**src/rtl/float_to_fixed_conv.sv**
```systemverilog
// IEEE 754 single-precision to unsigned Q16.16 magnitude plus sign, with a
// bit-serial alignment shifter and a valid/ready handshake on both sides.
module float_to_fixed_conv (
   input  logic        clk,
   input  logic        reset,
   input  logic        in_valid,
   output logic        in_ready,
   input  logic [31:0] float_in,
   output logic        out_valid,
   input  logic        out_ready,
   output logic [31:0] fixed_out,
   output logic        sign_out,
   output logic [3:0]  flags
);

   typedef enum logic [1:0] {
      IDLE  = 2'd0,
      ALIGN = 2'd1,
      DONE  = 2'd2
   } state_t;

   state_t      state_q, state_d;
   logic [31:0] acc_q, acc_d;
   logic [4:0]  cnt_q, cnt_d;
   logic        left_q, left_d;
   logic        sign_q, sign_d;
   logic [3:0]  flags_q, flags_d;

   logic [7:0]  exp_s;
   logic [22:0] man_s;
   logic [7:0]  dist_s;

   assign exp_s = float_in[30:23];
   assign man_s = float_in[22:0];

   // Distance from the Q16.16 binary point: the operand sits at 2^(exp-134).
   always_comb begin
      if (exp_s >= 8'd134) begin
         dist_s = exp_s - 8'd134;
      end else begin
         dist_s = 8'd134 - exp_s;
      end
   end

   // Next-state, datapath and flag logic.
   always_comb begin
      state_d = state_q;
      acc_d   = acc_q;
      cnt_d   = cnt_q;
      left_d  = left_q;
      sign_d  = sign_q;
      flags_d = flags_q;
      case (state_q)
         IDLE: begin
            if (in_valid) begin
               sign_d  = float_in[31];
               flags_d = 4'b0000;
               state_d = DONE;
               if (exp_s == 8'd255 && man_s != 23'd0) begin
                  acc_d   = 32'd0;
                  flags_d = 4'b1000;
               end else if (exp_s == 8'd255 || exp_s >= 8'd143) begin
                  acc_d   = 32'hFFFF_FFFF;
                  flags_d = 4'b0100;
               end else if (exp_s == 8'd0) begin
                  acc_d   = 32'd0;
                  flags_d = {2'b00, (man_s != 23'd0), 1'b0};
               end else if (exp_s <= 8'd110) begin
                  acc_d   = 32'd0;
                  flags_d = 4'b0011;
               end else begin
                  acc_d   = {8'd0, 1'b1, man_s};
                  cnt_d   = dist_s[4:0];
                  left_d  = (exp_s > 8'd134);
                  state_d = ALIGN;
               end
            end else begin
               state_d = IDLE;
            end
         end
         ALIGN: begin
            if (cnt_q != 5'd0) begin
               cnt_d = cnt_q - 5'd1;
               if (left_q) begin
                  acc_d = {acc_q[30:0], 1'b0};
               end else begin
                  acc_d = {1'b0, acc_q[31:1]};
                  // Sticky inexact: any 1 dropped off the bottom is lost precision.
                  flags_d[0] = flags_q[0] | acc_q[0];
               end
            end else begin
               state_d = DONE;
            end
         end
         DONE: begin
            if (out_ready) begin
               state_d = IDLE;
            end else begin
               state_d = DONE;
            end
         end
         default: begin
            state_d = IDLE;
         end
      endcase
   end

   // State and datapath registers.
   always_ff @(posedge clk or posedge reset) begin
      if (reset) begin
         state_q <= IDLE;
         acc_q   <= 32'd0;
         cnt_q   <= 5'd0;
         left_q  <= 1'b0;
         sign_q  <= 1'b0;
         flags_q <= 4'd0;
      end else begin
         state_q <= state_d;
         acc_q   <= acc_d;
         cnt_q   <= cnt_d;
         left_q  <= left_d;
         sign_q  <= sign_d;
         flags_q <= flags_d;
      end
   end

   assign in_ready  = (state_q == IDLE);
   assign out_valid = (state_q == DONE);
   assign fixed_out = acc_q;
   assign sign_out  = sign_q;
   assign flags     = flags_q;

endmodule
```
**config.mk**
```make
export PLATFORM = sky130hd
export DESIGN_NAME = float_to_fixed_conv
export DESIGN_NICKNAME = d
export VERILOG_FILES = /design/src/rtl/float_to_fixed_conv.sv
export SDC_FILE = /design/constraint.sdc
export NUM_CORES = 1
export LEC_CHECK = 0
export CAP_MARGIN = 20
export CORE_ASPECT_RATIO = 0.8
export CORE_MARGIN = 10
export CORE_UTILIZATION = 55
export CTS_BUF_LIST = sky130_fd_sc_hd__clkbuf_4
export DETAILED_ROUTE_END_ITERATION = 16
export HOLD_SLACK_MARGIN = 0.06
export PLACE_DENSITY = 0.88
export SYNTH_ARGS = -nofsm -noshare
export SYNTH_HDL_FRONTEND = slang
export SYNTH_SLANG_ARGS = --single-unit
```
**constraint.sdc**
```tcl
create_clock -name clk -period 3.93 [get_ports clk]
set_input_delay 0.786 -clock clk [delete_from_list [all_inputs] [get_ports clk]]
set_output_delay 0.786 -clock clk [all_outputs]
set_load 0.1 [all_outputs]
```
# == Word level (Yosys, flattened, before mapping) ==
# Index checks and enable logic that the tools add are counted.
# totals
register_bits,45
inputBits,36
elab_cells,74
# op_classes
add_sub_neg,3
magnitude_cmp,4
eq_ne,11
mux,32
n_bitwise,5
reduce_logical,12
# op_table
operator,count
2-to-1 mux 32 bit,5
case mux 32 bit (2 select lines),1
2-to-1 mux 24 bit,2
2-to-1 mux 5 bit,7
nonzero test 23 bit,1
2-to-1 mux 2 bit,9
>= comparator 8 bit (second input constant),2
!= test 2 bit (second input constant),8
case mux 5 bit (2 select lines),1
== test 8 bit (second input constant),1
> comparator 8 bit (second input constant),1
less-or-equal comparator 8 x 7 -> 1 bit (second input constant),1
logical NOT 8 bit,1
AND reduction 7 bit,1
case mux 2 bit (3 select lines),1
AND reduction 6 bit,1
nonzero test 5 bit,1
subtractor 3 x 5 -> 5 bit (first input constant),1
subtractor 5 x 1 -> 5 bit (second input constant),1
subtractor 5 x 3 -> 5 bit (second input constant),1
2-to-1 mux 4 bit,1
NOT 1 bit,4
AND reduction 4 bit,1
2-to-1 mux 1 bit,3
11 further kinds,11

# == Depth between registers and ports, before layout ==
# logic_depth
ltp_word,8
ltp_mapped,9

# == Least setup slack after synthesis ==
# OpenSTA, ideal clock, no wires.
# synth_timing
path_kind,register to register
from,reg state_q[0]
to,reg left_q
setup_time_ns,0.132
arrival_ns,2.509
t_required_ns,3.798
path_slack_ns,1.289
stages_incl_launch_ff,5
n_path_buf,0
period_less_slack_ns,2.641
cell_sequence,dfrtp_1 -> nor2_1 -> nand2_1 -> o21ai_0 -> o31ai_1
# synth_between
elab_chain_len,2
# synth_lines
item,line_no,text
"start, declared",22,"state_t state_q, state_d;"
"start signal, assigned",118,state_q <= state_d;
logical NOT 2 bit,--,
named net in_ready,7,"output logic in_ready,"
AND reduction 6 bit (no line),--,
"end signal, assigned",121,left_q <= left_d;
"end, declared",25,"logic left_q, left_d;"
# The timed path passes the listed nets, and every way through them passes these cells.
# A chain may end at the register's enable or synchronous reset.

# == Worst setup path after layout ==
# layout_timing
from,reg state_q[0]
to,out in_ready
# layout_between
elab_chain_len,1
# layout_lines
item,line_no,text
logical NOT 2 bit,127,assign in_ready = (state_q == IDLE);
"end, declared",7,
# No other way between the ends.

==> impl_metrics.py <==
metrics = {
    "clocking": {
        "htreeDepth": 2,
        "cts_sinks": 45,
        "cts_buffer_depth": 2,
        "insertion_delay_ps": 370,
        "root_buffer": "clkbuf_4",
        "post_cts_buffers": 0,
        "clk_pin_slew_ps": 140,
        "cts_hold_buf": 0,
        "post_cts_resized": 0,
        "cts_tree": "done",
        "numCtsBuffers": 5,
    },
    "floorplan": {
        "ios": 75,
        "fp.dieW_microns": 102,
        "rows": 23,
        "core_region_area_sq_mm": 0.00509,
        "die_h_microns": 85.3,
        "dieArea_sq_mm": 0.00867,
        "initial_core_util_pct": 57.6,
    },
    "worst_setup_path": {
        "path_max_fanout": 7,
        "worstPathCellList": "nor2_1, clkdlybuf4s50_1",
        "critPathMaxStageDelay_ps": 1180,
        "cp-start-kind": "register",
        "critPathTopFamily": "buffers and inverters",
        "endpoint_kind": "output pin",
        "cpMaxStageDelayCell": "clkdlybuf4s50_1",
        "path_buf_inv": 1,
        "crit_type": "reg -> out",
        "cp.arrival_ps": 2280,
        "rrSetupSlack_ps": 1200,
        "required_ps": 3140,
    },
    "job": {
        "cap_viol_max_count": 0,
    },
    "yosys": {
        "netlist_top_cells_area": "dfrtp_1 38%, mux2i_1 11%, nor3_1 4.4%, nand2_1 4.0%, nor2_1 4.0%",
        "ys_types": 46,
        "syn_nets": 375,
        "synth_top_cell_by_area": "dfrtp_1",
        "ys_seq_area_share_pct": 38.4,
        "synth-main-ff-cell": "dfrtp_1",
        "async_flop_share_pct": 100,
        "syn_avg_cell_area_sq_um": 8.84,
        "netlist_area_sq_mm": 0.00293,
        "synth_edf_count": 0,
        "syn_inst": 332,
        "yosys_warnings": 0,
        "ys_ff_latch": 45,
        "yosysTopAreaCellShare_pct": 38.4,
    },
    "sta": {
        "fmax_mhz": 326,
        "period_share_pct": 78.1,
        "tns_ps": 0,
        "rsz0062_at_grt": "no",
        "clock_skew_ps": 14.1,
        "finalSetupViolations": 0,
        "worst_pin_slew_ps": 1050,
        "slew_headroom_pct": 29.9,
        "period_needed_ps": 3070,
        "final-hold-violation-count": 0,
        "slew_violations": 0,
    },
    "finish": {
        "fill_cells": 398,
        "syn_to_final_growth_pct": 26.7,
        "insertedDiodeCount": 0,
        "multi_input_area_sq_mm": 0.00161,
        "layout_commonest_cell": "clkdlybuf4s50_1",
        "seq_area_sq_mm": 0.00113,
        "drive_above_1_share_pct": 7.54,
        "final_cell_mix": "74 x clkdlybuf4s50_1, 45 x dfrtp_1, 33 x mux2i_1",
        "fin_nets": 440,
    },
    "route": {
        "drt_wl_total_microns": 8410,
        "dr.pass1.iters": 5,
        "routed_via_density": 6.07,
        "drtIter0Drc": 187,
        "drt_drc_violations_left": 0,
        "vias": 2793,
        "ant_nets": 0,
        "routedWlPerCell_microns": 18.3,
    },
    "placement": {
        "dp_hpwl_microns": 6340,
        "finalWeightedCongestion": 0.930,
        "port_buffers": 74,
    },
    "grt": {
        "first_global_vias": 2646,
        "grt.overflow.total": 0,
        "antenna_found_initial": 0,
        "grt_start_max_net_pins": 40,
        "grt_usage_pct": 19.3,
        "grt_pass1_wl_microns": 13700,
    },
    "outcome": {
        "outcome": "complete, no violations",
    },
    "hold_path": {
        "hp-class": "reg -> reg",
    },
}
==> Yosys cell counts (3+ instances only) <==
master / instances
dfrtp_1: 45
mux2i_1: 33
nand2_1: 31
nor2_1: 31
nor3_1: 26
o21ai_1: 23
a21oi_1: 20
o21ai_0: 15
nand3_1: 11
a21oi_2: 10
o311ai_0: 8
ha_1: 7
inv_1: 6
buf_2: 5
clkbuf_1: 5
nor4_1: 5
nor2b_1: 4
a21o_1: 3
buf_1: 3
buf_12: 3
nand3b_1: 3
o211ai_1: 3
o31ai_1: 3
==> cell families after synthesis <==
family	count (synthesis)	synth area share [%]
compound gates	93	19.7
xor+xnor	1	0.299
fa+ha+maj	7	2.98
buf+inv	30	7.08
flops	45	38.4
mux	33	11.3
simple gates	123	20.3
==> sequential cells by signal, summed over array words and instances (netlist names) <==
signal and flops:
cnt_q 5, flags 4, sign_out 1, left_q 1
state_q 2, fixed_out 32
==> per-layer routing <==
layer | vias up | part of all wire, % | track usage, %
met3 | 9 | 7.5 | 4.86
met1 | 1324 | 43 | 26.1
met2 | 114 | 48 | 30.0
met4 | 0 | 1.0 | 5.06
met5 | - | 0 | 0
li1 | 1346 | - | -
==> worst min-delay path, stage by stage (launching register included) <==
cell and delay, ps:
dfrtp_1 370, nand2_1 50, nand2_1 50
==> stage by stage <==
stage | hold slack (ps) | setup WS, ps | cells | cell area (sq um) | utilization (%)
after floorplan | 504 | 1290 | 332 | 2930 | -
after global placement | 462 | 1010 | 452 | 3630 | 71.4
after detailed placement | 462 | 928 | 452 | 3630 | 71.4
after CTS | 501 | 861 | 460 | 3720 | 73.0
after global routing | 522 | 779 | 460 | 3720 | 73.0
final | 492 | 861 | 460 | 3720 | 73.0
==> layout make-up <==
cell class,instances,area share (%)
multi-input cells,257,43.3
flip-flops and latches,45,30.3
repair buffers,81,21.3
well taps,62,2.09
clock buffers,6,1.21
clock inverters,2,1.04
inverters,7,0.707
==> final timing paths <==
check	start	to	depth (start not counted)
worst max-delay path	state_q[0]$_DFFE_PP0P_	in_ready	2
worst min-delay path	sign_out$_DFFE_PP0P_	sign_out$_DFFE_PP0P_	2
worst max register to register	cnt_q[0]$_DFFE_PP0P_	fixed_out[5]$_DFFE_PP0P_	8
worst min register to register	sign_out$_DFFE_PP0P_	sign_out$_DFFE_PP0P_	2
max in group asynchronous	reset	fixed_out[31]$_DFFE_PP0P_	3
min in group asynchronous	reset	fixed_out[8]$_DFFE_PP0P_	2
Power is not shown: default switching activity piles up to over one toggle a cycle in this logic, so the estimate is an artifact.
